`config.mk`:
```
export PLATFORM = sky130hd
export DESIGN_NAME = shift_sequencer
export DESIGN_NICKNAME = d
export VERILOG_FILES = /design/src/rtl/shift_sequencer.sv
export SDC_FILE = /design/constraint.sdc
export NUM_CORES = 1
export LEC_CHECK = 0
export BUFFER_PORTS_ARGS = -buffer_cell sky130_fd_sc_hd__buf_2
export CORE_MARGIN = 8
export CORE_UTILIZATION = 40
export DETAILED_ROUTE_END_ITERATION = 16
export SYNTH_ARGS = -nofsm -noshare
export SYNTH_HDL_FRONTEND = slang
export SYNTH_SLANG_ARGS = --single-unit
export TNS_END_PERCENT = 100
```
`constraint.sdc`:
```
create_clock -name clk -period 3.55 [get_ports clk]
set_input_delay 0 -clock clk [delete_from_list [all_inputs] [get_ports clk]]
set_output_delay 0 -clock clk [all_outputs]
set_load 0.01 [all_outputs]
```
`src/rtl/shift_sequencer.sv`:
```
// Purpose : multi-cycle 32-bit barrel shifter (SRL / SLL / SRA) that applies
//           one power-of-two stage per clock (16, 8, 4, 2, 1).
// Latency : 5 cycles from accepted start to the done pulse; with ZERO_SKIP=1
//           a zero shift amount completes in 1 cycle.
// Backpressure: none; start is only sampled while idle (busy=0) and is
//           silently ignored otherwise, including during the done cycle.
//
// Ports:
//   clk    in   1   rising-edge clock
//   rst    in   1   synchronous active-high reset
//   start  in   1   begin a shift (sampled only in IDLE)
//   op     in   2   00 SRL, 01 SLL, 10 SRA, 11 treated as SRL
//   shamt  in   5   shift amount 0-31
//   din    in  32   operand
//   busy   out  1   state != IDLE
//   done   out  1   one-cycle pulse, dout valid in that cycle
//   dout   out 32   result register, held until the next result or reset

module shift_sequencer #(
    parameter bit ZERO_SKIP = 1'b0
) (
    input  logic        clk,
    input  logic        rst,
    input  logic        start,
    input  logic [1:0]  op,
    input  logic [4:0]  shamt,
    input  logic [31:0] din,
    output logic        busy,
    output logic        done,
    output logic [31:0] dout
);

    typedef enum logic [1:0] {
        S_IDLE  = 2'd0,
        S_SHIFT = 2'd1,
        S_DONE  = 2'd2
    } state_t;

    localparam logic [1:0] OP_SRL = 2'b00;
    localparam logic [1:0] OP_SLL = 2'b01;
    localparam logic [1:0] OP_SRA = 2'b10;
    localparam logic [1:0] OP_RSV = 2'b11;

    state_t      state_q;
    state_t      state_d;

    logic [31:0] data_q;     // operand being shifted, one stage per cycle
    logic [1:0]  op_q;
    logic [4:0]  shamt_q;
    logic        sign_q;     // operand bit 31 at acceptance, SRA fill value
    logic [2:0]  k_q;        // current stage index, 4 down to 0
    logic [31:0] dout_q;

    logic        accept;
    logic        zero_skip;
    logic [4:0]  stage_amt;
    logic [31:0] srl_val;
    logic [31:0] sll_val;
    logic [31:0] sra_fill;
    logic [31:0] stage_out;

    assign accept    = (state_q == S_IDLE) && start;
    assign zero_skip = ZERO_SKIP && (shamt == 5'd0);

    // ------------------------------------------------------------------
    // One shift stage: distance is 2^k when bit k of the amount is set,
    // otherwise the data passes through. Bits shifted past either end are
    // dropped, so the five stages compose to a single 0-31 shift.
    // ------------------------------------------------------------------
    always_comb begin
        stage_amt = 5'd0;
        if (shamt_q[k_q]) begin
            stage_amt = 5'd1 << k_q;
        end
    end

    assign srl_val  = data_q >> stage_amt;
    assign sll_val  = data_q << stage_amt;
    // Vacated high bits are filled from the latched sign, not from the
    // partially shifted data, so the fill is fixed for the whole operation.
    assign sra_fill = (op_q == OP_SRA && sign_q) ? ~(32'hFFFF_FFFF >> stage_amt)
                                                 : 32'h0000_0000;

    always_comb begin
        stage_out = srl_val | sra_fill;
        if (op_q == OP_SLL) begin
            stage_out = sll_val;
        end
    end

    // ------------------------------------------------------------------
    // State register
    // ------------------------------------------------------------------
    always_ff @(posedge clk) begin
        if (rst) begin
            state_q <= S_IDLE;
        end else begin
            state_q <= state_d;
        end
    end

    // ------------------------------------------------------------------
    // Next-state logic
    // ------------------------------------------------------------------
    always_comb begin
        state_d = state_q;
        case (state_q)
            S_IDLE: begin
                if (start) begin
                    state_d = S_SHIFT;
                end
            end
            S_SHIFT: begin
                if (k_q == 3'd0) begin
                    state_d = S_DONE;
                end
            end
            S_DONE: begin
                state_d = S_IDLE;
            end
            default: begin
                state_d = S_IDLE;
            end
        endcase
    end

    // ------------------------------------------------------------------
    // Datapath registers
    // ------------------------------------------------------------------
    always_ff @(posedge clk) begin
        if (rst) begin
            data_q  <= 32'h0000_0000;
            op_q    <= OP_SRL;
            shamt_q <= 5'd0;
            sign_q  <= 1'b0;
            k_q     <= 3'd0;
            dout_q  <= 32'h0000_0000;
        end else begin
            if (accept) begin
                data_q  <= din;
                // Reserved encoding is folded to SRL once, here, so the
                // stage logic only ever sees the three real operations.
                op_q    <= (op == OP_RSV) ? OP_SRL : op;
                shamt_q <= shamt;
                sign_q  <= din[31];
                // A skipped zero shift enters at the last stage; with a
                // zero amount that stage is a pass-through, so DONE is
                // reached one cycle after acceptance with dout = din.
                k_q     <= zero_skip ? 3'd0 : 3'd4;
            end else if (state_q == S_SHIFT) begin
                data_q <= stage_out;
                if (k_q != 3'd0) begin
                    k_q <= k_q - 3'd1;
                end else begin
                    dout_q <= stage_out;
                end
            end
        end
    end

    assign busy = (state_q != S_IDLE);
    assign done = (state_q == S_DONE);
    assign dout = dout_q;

endmodule

```
[Word-level counts from Yosys, hierarchy flattened]
Cells that the tools add are included.
Word-level totals
  register bits: 77
  output and inout bits: 34
  input port bits: 42
Cells by class
  order comparisons: 1
  $add $sub $neg: 1
  mux-type cells: 14
  bitwise gates (word level): 4
  reductions and logical operators: 13
  shift-type cells: 4
  equality and inequality tests: 7
Operator list (count)
  32-bit two-way mux: 4
  32-bit inverter: 1
  32-bit bitwise OR: 1
  32-bit by 5-bit left shift with 32-bit output: 1
  32-bit by 5-bit >> shifter with 32-bit output: 1
  32-bit by 5-bit >> shifter with 32-bit output (first input constant): 1
  3-bit two-way mux: 3
  2-bit == test (second input constant): 3
  2-bit two-way mux: 3
  2-bit AND reduction: 3
  2-bit nonzero test: 3
  5-bit two-way mux: 1
  1-bit by 3-bit left shift with 5-bit output (first input constant): 1
  2-bit by 1-bit == test with 1-bit output (second input constant): 2
  3-bit by 4-bit < comparator with 1-bit output (second input constant): 1
  2-bit != test (second input constant): 2
  2-bit case mux with 2 select lines: 1
  1-bit binary-select mux with 3-bit select: 1
  3-bit zero test: 1
  3-bit AND reduction: 1
  3-bit nonzero test: 1
  3-bit by 1-bit subtractor with 3-bit output (second input constant): 1
  1-bit logical AND: 2
  2-bit zero test: 1
  other kinds (3): 4

[Depth between registers and ports, before layout]
Gate-level depths: netlist of run 1.
  depth after elaboration: 10
  depth in mapped cells: 13

[Worst setup path before layout of run 1]
OpenSTA, ideal clock, no wires.
  kind: reg2reg
  start point: register k_q[0]
  end point: register data_q[0]
  period minus slack after synthesis: 2670 ps
  cell stages (with the launch flop): 14
  setup time: 74 ps
  arrival time: 2596 ps
  path slack: 880 ps
  path buffers: 4
  path through: dfxtp_1 buf_6 inv_1 ha_1 clkbuf_1 inv_1 clkbuf_1 clkbuf_1 nand3_1 o22ai_1 a221oi_1 a311oi_1 o311ai_1 a31oi_1
On the way
  word-level cells in the longest chain between the ends: 10
  elaborated cells on any way between the ends: 13
  classes of those cells: shift: 4; mux: 7; bitwise: 2
RTL lines
  start: declaration: RTL line 51  | logic [2:0] k_q;
  start signal: assignment: RTL line 149  | k_q <= zero_skip ? 3'd0 : 3'd4;
  start signal: assignment: RTL line 153  | k_q <= k_q - 3'd1;
  1-bit binary-select mux with 3-bit select: RTL line 72  | if (shamt_q[k_q]) begin
  1-bit two-way mux (implied by the code): RTL line 72
  5-bit two-way mux *: RTL line 72
  32-bit by 5-bit >> shifter with 32-bit output: RTL line 81  | assign sra_fill = (op_q == OP_SRA && sign_q) ? ~(32'hFFFF_FFFF >> stage_amt)
  32-bit inverter: RTL line 81
  32-bit two-way mux: RTL line 81
  32-bit bitwise OR: RTL line 85  | stage_out = srl_val | sra_fill;
  32-bit two-way mux *: RTL line 86  | if (op_q == OP_SLL) begin
  32-bit two-way mux *: RTL line 150  | end else if (state_q == S_SHIFT) begin
  32-bit two-way mux *: RTL line 139  | if (accept) begin
  end signal: assignment: RTL line 140  | data_q <= din;
  end signal: assignment: RTL line 151  | data_q <= stage_out;
  end: declaration: RTL line 47  | logic [31:0] data_q;
Every way passes the cells marked *; elsewhere a longest branch is shown, timed or not. The select of a mux whose other input is x is not followed.
A chain may end at the register's enable or synchronous reset.

[Final worst setup path of run 1]
  start point: register k_q[0]
  end point: register dout_q[25], in the netlist dout[25]
On the way
  word-level cells in the longest chain between the ends: 8
  elaborated cells on any way between the ends: 14
  classes of those cells: shift: 4; mux: 5; bitwise: 3; reduce/logical: 2
RTL lines
  1-bit binary-select mux with 3-bit select: RTL line 72
  1-bit two-way mux (implied by the code): RTL line 72
  5-bit two-way mux: RTL line 72
  32-bit by 5-bit >> shifter with 32-bit output: RTL line 81
  32-bit inverter: RTL line 81
  32-bit two-way mux: RTL line 81
  32-bit bitwise OR: RTL line 85
  32-bit two-way mux: RTL line 86
  end signal: assignment: RTL line 155  | dout_q <= stage_out;
  end: declaration: RTL line 52  | logic [31:0] dout_q;
Parallel ways exist; a longest one is shown, timed or not. The select of a mux whose other input is x is not followed.

==> impl_metrics.csv, run 1 <==
group,metric,value,unit
worst_setup_path,critical-path-max-stage-delay,0.55,ns
yosys,synth-main-ff-cell,"dfxtp_1",
yosys,synth_area,7396,µm²
grt,overflow,0,
yosys,syn_area_per_cell,6.964,µm²
final_layout,syn_to_final_growth,23.36,%
timing,setup_viol,0,
placement,hpwlAfterDp,34860,µm
status,status,"finished, final reports clean",
routing,route.detailed.drc,0,
placement,pre_cts_slack,-0.1571,ns
clocking,numClockSinks,77,
placement,dpl-instance-area,8447,µm²
worst_setup_path,cp.arrival,3.78,ns
yosys,synth_edf_count,0,
floorplanning,fp.dieW,152.0,µm
flow_run,cap_viol_max_count,0,
final_layout,diodes,0,
clocking,cts_tree,"built",
placement,placed_cells,1361,
routing,dr.pass1.iters,7,
timing,worst_clock_skew,0.01550,ns
yosys,yosysWarningCount,0,
clocking,htreeDepth,3,
yosys,synthCells,1062,
routing,ant_nets,0,
final_layout,final_util,50.62,%
routing,drt-total-wl,47360,µm
grt,antenna_found_initial,0,
routing,wl_per_cell,33.56,µm
final_layout,fin_area,9124,µm²
worst_setup_path,critPathSlowestCell,"mux2i_1",
timing,tightest_slew,0.9338,ns
floorplanning,row_count,49,
yosys,async_reset_ff_share,0,%
floorplanning,die-area,23100,µm²
floorplanning,die_height,152.0,µm
timing,relSlewSlack,36.14,%
placement,place_congestion,1.134,
timing,drv_slew,0,
clocking,root_buffer,"clkbuf_16",
worst_setup_path,cp_max_fo,15,
timing,fin_crit_sh,98.67,%
routing,num_vias,10540,
clocking,clk_pin_slew,0.07,ns
final_layout,final_layout_size_suffix_gt1_share,20.73,%
power,powerDensity,347.7,nW/µm²
grt,grt_max_degree,57,
timing,setup_tns,0,ns
yosys,ys_seq_area_share,20.84,%
placement,portBuffers,75,
power,ir_drop,0.2947,mV
floorplanning,io-pin-count,76,
grt,grt_pass1_wl,68420,µm
worst_setup_path,worst-path-buf-inv,2,
clocking,clockBufferDepth,2,
worst_setup_path,end_kind,"flip-flop",
power,internal-power,1.843,mW
power,combPwrFrac,37.8,%
power,p_sw,1.330,mW
floorplanning,initial_utilization,41.03,%
worst_setup_path,cp.required,3.83,ns
final_layout,nNetsFinal,1224,
clocking,numCtsBuffers,9,
routing,viasPerCell,7.473,
power,power.leakage,3.413,nW
power,switching_share,41.92,%
worst_setup_path,crit_family,"multiplexers",
yosys,synth_seq_cells,77,
timing,period_needed,3.503,ns
yosys,synth_nets,1109,
yosys,synth.distinct_cells,76,
timing,setup_slack,0.04708,ns
worst_setup_path,worstPathCellList,"buf_4, ha_1, nor2b_2, buf_4, and3_1, nor2_1, mux2i_1, o22ai_1, mux2i_1, o221ai_1, o21ai_0",
min_path,hold_path_class,"in2reg",
floorplanning,core_area,18020,µm²
final_layout,layout.cells.non_filler,1411,
timing,hold_ws,0.01647,ns
power,seq_power_share,33.3,%
power,power,3.173,mW
worst_setup_path,rrSetupSlack,0.05,ns
power,clockPowerShare,28.9,%
timing,rsz0062_at_grt,"false",
worst_setup_path,critPathLaunchType,"flip-flop",
timing,fmax,0.2855,GHz
clocking,clk-insertion-delay-late,0.36,ns
grt,grt_pass1_vias,9702,
routing,drtIter0Drc,1955,
grt,gr-usage-all-layers,38.96,%
worst_setup_path,critPathKind,"reg2reg",
timing,hold_viol,0,
-- sequential cells by signal (all words and copies together), names as in the netlist --
register and cells:
dout 32, sign_q 1, data_q 32, op_q 2, shamt_q 5, k_q 3, state_q 2
-- layer usage --
layer  GRT usage [%]  wire length [µm]  up-vias
li1                -                 -     4309
met1           49.70             17750     4918
met2           55.67             19300     1054
met3           13.21              6949      263
met4           22.82              3354        0
met5               0                 0        -
-- synthesized netlist by cell type, types with 5 or more instances --
master | n | area, µm²
nor2b_1 | 7 | 43.79
nand2_1 | 107 | 401.6
nand3b_1 | 15 | 112.6
a31oi_1 | 17 | 106.4
mux2i_1 | 42 | 420.4
buf_4 | 7 | 52.55
a2111oi_0 | 7 | 61.31
mux2_2 | 5 | 56.30
o21ai_1 | 7 | 35.03
o21a_1 | 5 | 37.54
a22oi_1 | 54 | 405.4
inv_1 | 17 | 63.81
nand3_1 | 50 | 250.2
nor4_1 | 9 | 56.30
o31ai_1 | 9 | 67.56
nand4_1 | 7 | 43.79
a211oi_1 | 32 | 240.2
nand2b_1 | 6 | 37.54
a21oi_1 | 111 | 555.5
ha_1 | 5 | 62.56
o32ai_1 | 9 | 78.83
a311oi_1 | 8 | 70.07
o221ai_1 | 6 | 52.55
buf_2 | 23 | 115.1
a22o_1 | 6 | 52.55
nor3_1 | 32 | 160.2
nor2_1 | 91 | 341.6
o22ai_1 | 25 | 156.4
o211ai_1 | 13 | 97.59
dfxtp_1 | 77 | 1541
o21ai_0 | 67 | 335.3
a21oi_2 | 10 | 87.58
a221oi_1 | 17 | 148.9
clkbuf_1 | 68 | 255.2
and3_1 | 18 | 112.6
-- final timing paths --
path	start	end	cells past startpoint
worst min register to register	dout[1]$_SDFFE_PP0P_	dout[1]$_SDFFE_PP0P_	2
worst max register to register	k_q[0]$_SDFFE_PP0P_	dout[25]$_SDFFE_PP0P_	11
worst max-delay path	k_q[0]$_SDFFE_PP0P_	dout[25]$_SDFFE_PP0P_	11
worst min-delay path	din[10]	data_q[10]$_SDFFE_PP0P_	3
-- worst reg2reg max path: stages (launching register included) --
cell      delay, ns
dfxtp_1        0.47
buf_4          0.19
ha_1           0.26
nor2b_2        0.29
buf_4          0.29
and3_1         0.30
nor2_1         0.12
mux2i_1        0.55
o22ai_1        0.21
mux2i_1        0.26
o221ai_1       0.26
o21ai_0        0.22
-- what timing repair did --
| action | CTS | global route |
|---|---|---|
| hold buffers | 31 | 0 |
| endpoints found under the setup margin | 2 | 21 |
| gates resized for setup | 1 | 15 |
| setup buffers | 2 | 1 |
| hold endpoints to repair | 30 | 0 |
| cloned | 0 | 0 |
| pin swaps | 1 | 2 |
-- kinds of logic after synthesis --
group / Yosys count / synth area share [%]
AO/OA/AOI/OAI: 448 / 40.99
AND/OR/NAND/NOR: 357 / 22.62
buffers and inverters: 125 / 7.528
flip-flops: 77 / 20.84
multiplexers: 49 / 7.055
adder cells (fa/ha/maj): 5 / 0.8459
XOR/XNOR: 1 / 0.1184
-- area by class of cell --
cell class	count	area [µm²]
Inverter	18	67.56
Tap cell	229	286.5
Multi-Input combinational cell	860	5389
Clock buffer	11	242.7
Clock inverter	5	35.03
Timing Repair Buffer	211	1562
Fill cell	1829	8901
Sequential cell	77	1541
-- power groups by stage --
stage / Sequential [mW] / Combinational, mW / Clock, mW
floorplan: 1.00 / 0.627 / 0
global placement: 1.07 / 1.10 / 0
CTS: 1.04 / 1.12 / 0.910
finish: 1.06 / 1.20 / 0.917
detailed placement: 1.06 / 1.08 / 0
global route: 1.05 / 1.23 / 0.947
-- placed cells by master, fill, tap and decap left out, types with 7 or more instances in the layout --
cell type / instances
dlygate4sd3_1: 31
a221oi_1: 15
o21ai_1: 7
buf_2: 75
o21ai_0: 65
o31ai_1: 9
clkbuf_16: 9
a311oi_1: 7
a31oi_1: 17
and3_1: 18
nand2_1: 106
o22ai_1: 24
a21oi_1: 111
nand3b_1: 15
a21oi_2: 10
nand3_1: 49
nor4_1: 9
mux2i_1: 42
buf_4: 98
buf_12: 7
dfxtp_1: 77
o211ai_1: 13
nor3_1: 30
nand4_1: 7
inv_1: 17
o32ai_1: 9
nor2_1: 89
a22oi_1: 53
a211oi_1: 31
(Power assumes the default switching activity.)
==> run 2: changes to the inputs <==
--- a/config.mk
+++ b/config.mk
@@ -7,7 +7,7 @@
 export LEC_CHECK = 0
 export BUFFER_PORTS_ARGS = -buffer_cell sky130_fd_sc_hd__buf_2
 export CORE_MARGIN = 8
-export CORE_UTILIZATION = 40
+export CORE_UTILIZATION = 38
 export DETAILED_ROUTE_END_ITERATION = 16
 export SYNTH_ARGS = -nofsm -noshare
 export SYNTH_HDL_FRONTEND = slang
==> run 2 against run 1 <==
  * Sequential share of layout area shrank 0.26 points
  * Combinational power is essentially flat
  * Hold slack better by 0.012 ns
  * Utilization shrank 2.5 points
  * Clock skew hardly changed
  * Clock power is 19% higher
  * Power is 5.2% higher
  * Wire length up 0.27%
  * Maximum frequency down 1.2%
  * Die area rose by 4.7%
  * Count of clock-buffer cells in the layout fell by 2
  * Largest cell class unchanged
==> impl_metrics.csv, run 2 (synthesis results as in run 1) <==
group,metric,value,unit
clocking,numClockSinks,77,
routing,drtIter0Drc,1853,
final_layout,layout.cells.non_filler,1459,
worst_setup_path,end_kind,"flip-flop",
power,seq_power_share,31.2,%
routing,num_vias,10290,
timing,tightest_slew,1.126,ns
timing,worst_clock_skew,0.01535,ns
floorplanning,core_area,19270,µm²
clocking,cts_post_setup_buffers_inserted,0,
clocking,clockBufferDepth,2,
timing,period_needed,3.547,ns
final_layout,nNetsFinal,1236,
timing,rsz0062_at_grt,"false",
min_path,min_from,"din[5]",
flow_run,cap_viol_max_count,0,
worst_setup_path,startpoint,"k_q[1]$_SDFFE_PP0P_",
worst_setup_path,r2r_start,"k_q[1]$_SDFFE_PP0P_",
status,status,"finished, final reports clean",
worst_setup_path,cp_max_fo,17,
grt,overflow,0,
final_layout,syn_to_final_growth,25.27,%
routing,wl_per_cell,32.55,µm
floorplanning,die-area,24180,µm²
floorplanning,die_height,155.5,µm
routing,ant_nets,0,
power,combPwrFrac,36.2,%
floorplanning,initial_utilization,38.38,%
grt,grt_pass1_vias,9627,
routing,viasPerCell,7.053,
timing,setup_viol,0,
final_layout,final_layout_size_suffix_gt1_share,21.02,%
final_layout,fin_area,9265,µm²
placement,portBuffers,75,
clocking,numCtsBuffers,9,
timing,hold_viol,0,
grt,antenna_found_initial,0,
clocking,htreeDepth,3,
grt,grt_pass1_wl,68720,µm
routing,dr.pass1.iters,8,
placement,dpl-instance-area,8552,µm²
floorplanning,io-pin-count,76,
worst_setup_path,cp.arrival,3.82,ns
worst_setup_path,cp.required,3.82,ns
clocking,cts_tree,"built",
power,ir_drop,0.2542,mV
placement,placed_cells,1410,
timing,hold_ws,0.02810,ns
grt,grt_max_degree,52,
power,clockPowerShare,32.6,%
floorplanning,fp.dieW,155.5,µm
timing,fin_crit_sh,99.91,%
min_path,hold_path_class,"in2reg",
floorplanning,row_count,51,
power,power.leakage,3.470,nW
final_layout,fill_cells,2045,
final_layout,final_util,48.08,%
final_layout,final_cell_mix,"a21oi_1 (111), buf_4 (111), nand2_1 (106)",
placement,place_congestion,1.078,
worst_setup_path,critPathKind,"reg2reg",
routing,route.detailed.drc,0,
final_layout,diodes,0,
routing,drt-total-wl,47490,µm
power,switching_share,40.61,%
grt,gr-usage-all-layers,38.53,%
placement,hpwlAfterDp,35090,µm
power,internal-power,1.982,mW
timing,fmax,0.2819,GHz
power,powerDensity,360.3,nW/µm²
timing,drv_slew,0,
power,p_sw,1.356,mW
clocking,clk-insertion-delay-late,0.37,ns
timing,relSlewSlack,24.34,%
clocking,clk_pin_slew,0.07,ns
clocking,root_buffer,"clkbuf_16",
worst_setup_path,critPathLaunchType,"flip-flop",
[run 2: cell types whose count changed in the layout (fill, tap and decap cells not counted), moves of 2 or more]
cell           previous run  this run
dlygate4sd3_1            31        33
clkinv_2                  2         0
bufinv_16                 0         2
inv_6                     1         3
buf_4                    98       111
o22ai_2                   2         4
a221oi_2                  3         1
o21ai_2                   3         1
buf_12                    7         4
o21ai_0                  65        67
o22ai_1                  24        22
a221oi_1                 15        17
[run 2: timing repair]
| action | 4_1_cts | 5_1_grt |
|---|---|---|
| gates resized for setup | 1 | 8 |
| gates cloned | 0 | 0 |
| pin swaps | 0 | 1 |
| hold buffers | 33 | 0 |
| hold endpoints to repair | 32 | 0 |
| endpoints found under the setup margin | 2 | 20 |
[run 2: worst paths after layout]
path	endpoint	slack, ns	cells after the start
worst max-delay path	data_q[19]$_SDFFE_PP0P_	0.003	10
worst min-delay path	data_q[5]$_SDFFE_PP0P_	0.03	4
worst max register to register	data_q[19]$_SDFFE_PP0P_	0.003	10
worst min register to register	dout[0]$_SDFFE_PP0P_	0.45	2
[run 2: power groups by stage]
stage / registers, mW / logic (mW) / clock network, mW
2_1_floorplan: 1.00 / 0.627 / 0
4_1_cts: 1.03 / 1.14 / 1.10
3_5_place_dp: 1.05 / 1.10 / 0
5_1_grt: 1.04 / 1.25 / 1.13
6_report: 1.04 / 1.21 / 1.09
3_3_place_gp: 1.05 / 1.12 / 0
[run 2: layout make-up]
class | instances | area (µm²) | share of cell area [%]
Timing Repair Buffer | 223 | 1619 | 17.47
Tap cell | 265 | 331.6 | 3.579
Inverter | 18 | 67.56 | 0.7292
Clock buffer | 9 | 225.2 | 2.431
Sequential cell | 77 | 1541 | 16.64
Clock inverter | 7 | 105.1 | 1.134
Multi-Input combinational cell | 860 | 5375 | 58.01
[run 2: per-stage QoR]
| step | worst slack, ns | setup TNS [ns] | power (mW) |
|---|---|---|---|
| final | 0.003220 | 0 | 3.338 |
| after global routing | 0.000007105 | 0 | 3.430 |
| after CTS | 0.03333 | 0 | 3.269 |
| after detailed placement | -0.1887 | -0.2574 | 2.155 |
| after global placement | -0.1992 | -0.2935 | 2.170 |
| after floorplan | 0.8796 | 0 | 1.629 |
[run 2: metal layers]
metal  vias up  GRT usage (%)  routed length, µm
met3       213          10.85               5760
met2       906          57.58              20240
met4         0          22.92               3350
li1       4333              -                  -
met1      4838          48.49              18140
met5         -              0                  0
[run 2: critical path, stage by stage (launching register included)]
cell and delay (ns):
dfxtp_1 0.48, mux2_2 0.43, a22oi_2 0.30, buf_4 0.32, nor2_1 0.11, buf_4 0.18, a2111oi_0 0.83, a211oi_1 0.23
o221ai_1 0.25, o21ai_1 0.13, o22ai_1 0.19
